## config.mk

```make
export PLATFORM = sky130hd
export DESIGN_NAME = alu_decode_stage
export DESIGN_NICKNAME = d
export VERILOG_FILES = /design/src/rtl/riscv_pkg.sv /design/src/rtl/rv32i_decode_comb.sv /design/src/rtl/alu_decode_stage.sv
export SDC_FILE = /design/constraint.sdc
export NUM_CORES = 1
export LEC_CHECK = 0
export BUFFER_PORTS_ARGS = -buffer_cell sky130_fd_sc_hd__clkbuf_2
export CAP_MARGIN = 5
export CELL_PAD_IN_SITES_DETAIL_PLACEMENT = 1
export CELL_PAD_IN_SITES_GLOBAL_PLACEMENT = 1
export CORE_MARGIN = 2
export CORE_UTILIZATION = 37
export DETAILED_ROUTE_END_ITERATION = 7
export PLACE_DENSITY_LB_ADDON = 0.1
export RECOVER_POWER = 25
export SYNTH_ARGS = -nofsm -noshare
export SYNTH_HDL_FRONTEND = slang
export SYNTH_HIERARCHICAL = 1
export SYNTH_SLANG_ARGS = --single-unit
export TNS_END_PERCENT = 50
```

## constraint.sdc

```tcl
create_clock -name clk -period 3.74 [get_ports clk]
set_clock_uncertainty 0.2 [all_clocks]
set_input_delay 0.187 -clock clk [delete_from_list [all_inputs] [get_ports clk]]
set_output_delay 0.187 -clock clk [all_outputs]
set_load 0.01 [all_outputs]
```

## src/rtl/riscv_pkg.sv

```systemverilog
// Shared RV32I definitions: ALU opcode encoding, base opcodes and the decoded
// bundle handed from decode to execute.
package riscv_pkg;

  typedef enum logic [3:0] {
    ALU_ADD  = 4'b0000,
    ALU_SUB  = 4'b0001,
    ALU_AND  = 4'b0100,
    ALU_OR   = 4'b0101,
    ALU_XOR  = 4'b0110,
    ALU_A    = 4'b0111,
    ALU_SHL  = 4'b1000,
    ALU_SHR  = 4'b1010,
    ALU_SHA  = 4'b1011,
    ALU_SLT  = 4'b1100,
    ALU_SLTU = 4'b1101,
    ALU_B    = 4'b1111
  } alu_op_e;

  localparam logic [6:0] OPC_OP     = 7'b0110011;
  localparam logic [6:0] OPC_OP_IMM = 7'b0010011;
  localparam logic [6:0] OPC_LUI    = 7'b0110111;
  localparam logic [6:0] OPC_AUIPC  = 7'b0010111;
  localparam logic [6:0] OPC_JAL    = 7'b1101111;
  localparam logic [6:0] OPC_JALR   = 7'b1100111;
  localparam logic [6:0] OPC_LOAD   = 7'b0000011;
  localparam logic [6:0] OPC_STORE  = 7'b0100011;
  localparam logic [6:0] OPC_BRANCH = 7'b1100011;

  localparam logic [6:0] F7_BASE = 7'b0000000;
  localparam logic [6:0] F7_ALT  = 7'b0100000;

  typedef struct packed {
    alu_op_e     alu_op;
    logic        sel_a;
    logic        sel_b;
    logic [31:0] imm;
    logic [4:0]  rs1;
    logic [4:0]  rs2;
    logic [4:0]  rd;
    logic        is_branch;
    logic        br_inv;
    logic        illegal;
  } dec_bundle_t;

  // funct3 -> ALU op for OP / OP-IMM; alt selects SUB / SHA.
  function automatic alu_op_e arith_op(input logic [2:0] f3, input logic alt);
    case (f3)
      3'b000:  arith_op = alt ? ALU_SUB : ALU_ADD;
      3'b001:  arith_op = ALU_SHL;
      3'b010:  arith_op = ALU_SLT;
      3'b011:  arith_op = ALU_SLTU;
      3'b100:  arith_op = ALU_XOR;
      3'b101:  arith_op = alt ? ALU_SHA : ALU_SHR;
      3'b110:  arith_op = ALU_OR;
      default: arith_op = ALU_AND;
    endcase
  endfunction

endpackage

```

## src/rtl/rv32i_decode_comb.sv

```systemverilog
// Pure combinational RV32I decoder: one instruction word in, one decoded
// bundle out. Illegal encodings produce a neutral ADD bundle with illegal=1.
module rv32i_decode_comb
  import riscv_pkg::*;
(
  input  logic [31:0] instr,
  output dec_bundle_t bundle
);

  logic [6:0]  opcode;
  logic [2:0]  f3;
  logic [6:0]  f7;
  logic [31:0] imm_i;
  logic [31:0] imm_s;
  logic [31:0] imm_b;
  logic [31:0] imm_u;
  logic        f7_ok_op;
  logic        is_shift_f3;

  assign opcode      = instr[6:0];
  assign f3          = instr[14:12];
  assign f7          = instr[31:25];
  assign imm_i       = {{20{instr[31]}}, instr[31:20]};
  assign imm_s       = {{20{instr[31]}}, instr[31:25], instr[11:7]};
  assign imm_b       = {{19{instr[31]}}, instr[31], instr[7], instr[30:25], instr[11:8], 1'b0};
  assign imm_u       = {instr[31:12], 12'b0};
  assign is_shift_f3 = (f3 == 3'b001) || (f3 == 3'b101);
  // The alternate funct7 is only meaningful for SUB and SRA/SRAI.
  assign f7_ok_op    = (f7 == F7_BASE) ||
                       ((f7 == F7_ALT) && ((f3 == 3'b000) || (f3 == 3'b101)));

  always_comb begin
    // NOTE: every field gets a default before the case, so no path through
    // this block can leave a signal unassigned and infer a latch.
    bundle        = '0;
    bundle.alu_op = ALU_ADD;

    case (opcode)
      OPC_OP: begin
        bundle.alu_op  = arith_op(f3, f7[5]);
        bundle.illegal = !f7_ok_op;
      end
      OPC_OP_IMM: begin
        bundle.sel_b = 1'b1;
        if (is_shift_f3) begin
          bundle.alu_op  = arith_op(f3, f7[5]);
          bundle.imm     = {27'b0, instr[24:20]};
          bundle.illegal = !f7_ok_op;
        end else begin
          bundle.alu_op = arith_op(f3, 1'b0);
          bundle.imm    = imm_i;
        end
      end
      OPC_LUI: begin
        bundle.alu_op = ALU_B;
        bundle.sel_b  = 1'b1;
        bundle.imm    = imm_u;
      end
      OPC_AUIPC: begin
        bundle.sel_a = 1'b1;
        bundle.sel_b = 1'b1;
        bundle.imm   = imm_u;
      end
      OPC_JAL, OPC_JALR: begin
        // Execute computes the link value PC+4; the jump target is elsewhere.
        bundle.sel_a   = 1'b1;
        bundle.sel_b   = 1'b1;
        bundle.imm     = 32'd4;
        bundle.illegal = (opcode == OPC_JALR) && (f3 != 3'b000);
      end
      OPC_LOAD: begin
        bundle.sel_b = 1'b1;
        bundle.imm   = imm_i;
      end
      OPC_STORE: begin
        bundle.sel_b = 1'b1;
        bundle.imm   = imm_s;
      end
      OPC_BRANCH: begin
        bundle.is_branch = 1'b1;
        bundle.imm       = imm_b;
        bundle.br_inv    = f3[0];
        case (f3[2:1])
          2'b00:   bundle.alu_op = ALU_SUB;
          2'b10:   bundle.alu_op = ALU_SLT;
          2'b11:   bundle.alu_op = ALU_SLTU;
          default: bundle.illegal = 1'b1;
        endcase
      end
      default: bundle.illegal = 1'b1;
    endcase

    if (bundle.illegal) begin
      bundle        = '0;
      bundle.alu_op = ALU_ADD;
      bundle.illegal = 1'b1;
    end

    bundle.rs1 = instr[19:15];
    bundle.rs2 = instr[24:20];
    bundle.rd  = instr[11:7];
  end

endmodule

```

## src/rtl/alu_decode_stage.sv

```systemverilog
// Registered decode stage: valid/ready handshake from fetch, one pipeline
// register of decoded bundle toward execute, with flush from branch resolution.
module alu_decode_stage
  import riscv_pkg::*;
#(
  parameter int          XLEN         = 32,
  parameter logic [31:0] RESET_PC_OUT = 32'h0000_0000
) (
  input  logic            clk,
  input  logic            rst,
  input  logic            in_valid,
  output logic            in_ready,
  input  logic [XLEN-1:0] in_instr,
  input  logic [XLEN-1:0] in_pc,
  input  logic            flush,
  output logic            out_valid,
  input  logic            out_ready,
  output logic [3:0]      alu_op,
  output logic            sel_a,
  output logic            sel_b,
  output logic [XLEN-1:0] imm,
  output logic [4:0]      rs1,
  output logic [4:0]      rs2,
  output logic [4:0]      rd,
  output logic [XLEN-1:0] pc_out,
  output logic            is_branch,
  output logic            br_inv,
  output logic            illegal
);

  dec_bundle_t     dec;
  dec_bundle_t     bundle_d, bundle_q;
  logic [XLEN-1:0] pc_d, pc_q;
  logic            out_valid_d, out_valid_q;
  logic            accept;

  rv32i_decode_comb u_decode (
    .instr  (in_instr),
    .bundle (dec)
  );

  assign in_ready = !out_valid_q || out_ready;
  // Flush wins over an accept in the same cycle but leaves in_ready untouched.
  assign accept   = in_valid && in_ready && !flush;

  always_comb begin
    out_valid_d = out_valid_q;
    bundle_d    = bundle_q;
    pc_d        = pc_q;
    if (flush) begin
      out_valid_d = 1'b0;
    end else if (accept) begin
      out_valid_d = 1'b1;
      bundle_d    = dec;
      pc_d        = in_pc;
    end else if (out_ready) begin
      out_valid_d = 1'b0;
    end
  end

  always_ff @(posedge clk or posedge rst) begin
    if (rst) begin
      // NOTE: non-blocking assignments for all state so every flop samples
      // pre-edge values regardless of process ordering.
      out_valid_q <= 1'b0;
      bundle_q    <= '0;
      pc_q        <= RESET_PC_OUT;
    end else begin
      out_valid_q <= out_valid_d;
      bundle_q    <= bundle_d;
      pc_q        <= pc_d;
    end
  end

  assign out_valid = out_valid_q;
  assign alu_op    = bundle_q.alu_op;
  assign sel_a     = bundle_q.sel_a;
  assign sel_b     = bundle_q.sel_b;
  assign imm       = bundle_q.imm;
  assign rs1       = bundle_q.rs1;
  assign rs2       = bundle_q.rs2;
  assign rd        = bundle_q.rd;
  assign pc_out    = pc_q;
  assign is_branch = bundle_q.is_branch;
  assign br_inv    = bundle_q.br_inv;
  assign illegal   = bundle_q.illegal;

endmodule

```

* After elaboration in Yosys (flattened, before gate mapping)
Cells that the tools add are included.
** Storage, ports and cells
- Bits in registers :: 89
- Output and inout bits :: 90
- Word-level logic and storage cells :: 73
- Input port bits :: 69
** Operators by class
- Bitwise operators :: 1
- Multiplexer cells :: 19
- Equal/unequal tests :: 18
- Reduce and logical (&&, ||, !) cells :: 23
** Operators with widths (number)
- $pmux W32 S6 :: 1
- $mux W56 :: 1
- $pmux W4 S7 :: 2
- $mux W32 :: 1
- $eq A7 B6 Y1 const B :: 4
- $eq A7 B7 Y1 const B :: 3
- $pmux W4 S4 :: 1
- $eq A7 B5 Y1 const B :: 2
- $pmux W4 S3 :: 1
- $eq A3 B3 Y1 const B :: 3
- $mux W1 :: 9
- $eq A7 B2 Y1 const B :: 1
- $logic_not A7 Y1 :: 1
- $reduce_or A7 Y1 :: 1
- $eq A3 B2 Y1 const B :: 2
- $reduce_bool A3 Y1 :: 2
- $reduce_or A3 Y1 :: 2
- $pmux W1 S5 :: 1
- $eq A2 B2 Y1 const B :: 2
- $logic_and A1 B1 Y1 :: 4
- $logic_or A1 B1 Y1 :: 4
- $mux W4 :: 1
- $reduce_or A2 Y1 :: 2
- $reduce_or A4 Y1 :: 1
- other kinds (7) :: 9

* Longest topological paths before layout
- Depth in word-level cells :: 8
- Depth in mapped cells :: 8

* Cells and area by module
The synthesis kept the hierarchy.
** Modules (own cells, without submodules)
- alu_decode_stage :: instances 1, cells each 192, area each 3320.7 um^2, sequential area each 2227.1 um^2
- rv32i_decode_comb :: instances 1, cells each 163, area each 1103.6 um^2, sequential area each 0.0 um^2

* Worst setup path before layout
OpenSTA, ideal clock, no wires.
- Path type :: in2reg
- From :: input in_instr[12]
- To :: register bundle_q, in the netlist illegal
- Arrival :: 1.570 ns
- Setup time :: 0.125 ns
- Slack :: 1.845 ns
- Stages :: 7
- Path buffers :: 2
- Cells stage by stage :: buf_6 -> xor2_1 -> o21a_1 -> o221a_2 -> buf_6 -> or2_2 -> mux2_2
** RTL lines
- start, declared :: line alu_decode_stage.sv:13 : input logic [XLEN-1:0] in_instr,
- end signal, assigned :: line alu_decode_stage.sv:70 : bundle_q <= bundle_d;
- end, declared :: line alu_decode_stage.sv:32 : dec_bundle_t bundle_d, bundle_q;

==> metrics.txt <==
Synth Register Bits between 80 and 90; chip height 113.4 microns; largest family of logic cells by synthesized area multiplexers; Metal-1 WL 5256 microns; Seq/Total Area, Yosys 50.34%; worst ir drop on vdd 237.6 uV; io pins roughly 160; Avg Synthesized Cell Area 12.46 sq um; Async SR Flop Fraction 100.0%; crit path DAT roughly 2200 ps; starting density of the core 38.26%; top-area cell type share of the netlist area just over 50%; Die W 113.4 microns; Slew HR between 40% and 50%; WL met2 5954 microns; global route overflow 0; number of gates resized after CTS 0; Root Driver clkbuf_16; Routed met3 length 766 microns; crit-path max FO 41; via count 3,469; Via-to-Cell Ratio 5.072; Pwr per Cell Area a little over 400 nW/um^2; Synth Area in XOR/XNOR 0.1980%; crit start category input port; H-tree depth 3; clk buf depth 2; number of CTS-inserted buffers 9; first-pass detailed-route iteration total 4; post-synthesis simple-gate area fraction 10.52%; clock share of power 38.0%; synthesized area 4424 sq um; ant diodes 0; largest net degree at the start of global routing 68; DRC Markers 0; Nets around 610; hold_buf cts 50; Pint 1.791 mW; Comb pwr share 16.5%; fmax ~460 MHz; clock sink count 89; Final ANT Viol Nets 0; worst slack, placed around 1200 ps; GRT Total Usage 19.54%; final hold vios 0; fin. max-slew vios 0; post-synth cell types 52; first-pass GRT wire length 19,550 microns; Syn-to-layout area delta 32.35%; leakage power 2.568 nW; starting DRC count in detailed routing between 150 and 200; RSZ-0062 raised after global routing false; antenna violations before repair 0; Post-CTS Setup Inserts 0; Synth Instances roughly 360; Setup WS post-layout 1545 ps; final RePlAce weighted congestion 0.7806; core area around 12,000 sq um; Post-DP HPWL 8140 microns; Worst Setup End Kind flop; Max Cap Viol 0; worst hold path class in2reg; Worst Tran Pin Value 868.8 ps; Ys Warns 6; final WL 12,180 microns; final setup fails 0; number of global-route vias before repair 3,654; EDFF count, synth 0; outcome completed; mux cell area share after synthesis 22.40%; layout cells sized above 1 between 30 and 40%; WP data required 3760 ps; WS Path Type in2reg; clk slew on worst S/H paths ~60 ps; IO buf count 158; predominant post-synthesis flop cell dfrtp_1; sw frac 25.55%; CTS tree yes; Skew-Pair Late Insertion Delay 340 ps; Avg WL per Cell 17.81 microns; cell taking the most area after synthesis dfrtp_1; share of power burned in registers 45.6%; Post-Synth Adder-Cell Area less than 1%; Non-Filler Instances a little under 700; leading cell types by count after synthesis dfrtp_1, mux2_2, nand2_1; largest cells by area after synthesis dfrtp_1, mux2_2, mux2_1; Synth Net Count 427; die area 12,850 sq um; Net Switching 0.6147 mW; DR top layer met4; final worst path period share 58.68%; Placed Cells about 620; setup TNS 0 ps; compound-cell area share of the yosys netlist 8.569%; Core Rows 39; most instantiated library cell after synthesis dfrtp_1; Tmin final approximately 2200 ps
[cell usage in the layout, fill, tap and decap left out, types with 3 or more instances in the layout]
cell / instances
clkbuf_1: 69
a211oi_1: 21
nor3_1: 6
clkbuf_2: 91
nand2b_1: 3
ha_1: 3
clkbuf_16: 9
nor4b_2: 4
a22oi_1: 5
dlygate4sd3_1: 50
inv_1: 5
nor4_1: 8
nor2_1: 10
dfrtp_1: 89
a21oi_1: 4
nor4b_1: 3
nand2_1: 25
buf_4: 5
mux2_2: 68
mux2_1: 20
[per-layer routing]
layer	up-vias	track usage (%)
met5	-	0
li1	1636	-
met1	1709	24.79
met3	17	5.356
met4	0	6.911
met2	107	32.18
[flip-flops by register name, summed over array words and instances (netlist names)]
register	flops
out_valid	1
is_branch	1
imm	32
rd	5
rs1	5
sel_b	1
illegal	1
br_inv	1
rs2	5
sel_a	1
pc_out	32
alu_op	4
[worst max-delay path, cell delays in order]
cell,delay (ps)
clkbuf_2,180
nand4b_1,260
nor3_2,270
o221a_2,840
a211oi_1,150
mux2_2,320
[final timing paths]
path	from	end	slack, ps	cells past startpoint
worst min register to register	pc_out[28]$_DFFE_PP0P_	pc_out[28]$_DFFE_PP0P_	280	1
max in group asynchronous	rst	rs2[3]$_DFFE_PP0P_	2130	4
worst min-delay path	in_instr[28]	imm[8]$_DFFE_PP0P_	150	3
worst max register to register	out_valid$_DFFE_PP0P_	imm[14]$_DFFE_PP0P_	1550	4
min in group asynchronous	rst	pc_out[16]$_DFFE_PP0P_	370	3
worst max-delay path	in_instr[6]	imm[14]$_DFFE_PP0P_	1550	6
[through the flow]
stage / utilization, % / total power [mW] / hold WS (ps) / instance area, sq um
floorplan: - / 1.329 / 53.41 / 4424
global placement: 44.46 / 1.480 / 191.7 / 5141
detailed placement: 44.46 / 1.491 / 209.6 / 5141
CTS: 51.36 / 2.461 / 144.1 / 5939
global route: 50.63 / 2.533 / 150.4 / 5856
finish: 50.63 / 2.406 / 149.1 / 5856
[layout make-up]
class / count / area, sq um
Multi-Input combinational cell: 218 / 1882
Clock inverter: 2 / 37.54
Tap cell: 143 / 178.9
Inverter: 6 / 25.02
Clock buffer: 13 / 260.3
Timing Repair Buffer: 213 / 1245
Fill cell: 1295 / 5709
Sequential cell: 89 / 2227
[power groups by stage]
| stage | sequential, mW | clock, mW | combinational (mW) |
|---|---|---|---|
| after global routing | 1.11 | 0.989 | 0.435 |
| after floorplan | 1.15 | 0 | 0.175 |
| after detailed placement | 1.11 | 0 | 0.377 |
| final | 1.10 | 0.913 | 0.396 |
| after global placement | 1.11 | 0 | 0.372 |
| after CTS | 1.10 | 0.945 | 0.420 |
[logic make-up (layout without fill, tap and decap cells)]
group,count (synthesis),count (layout)
adders and majority gates,3,3
xor gates and xnor gates,1,1
muxes,88,88
buffers and inverters,48,234
DFF,89,89
and+or+nand+nor,76,76
AOI/OAI and AO/OA,50,50
No activity file was read; power rests on OpenSTA's default activity.
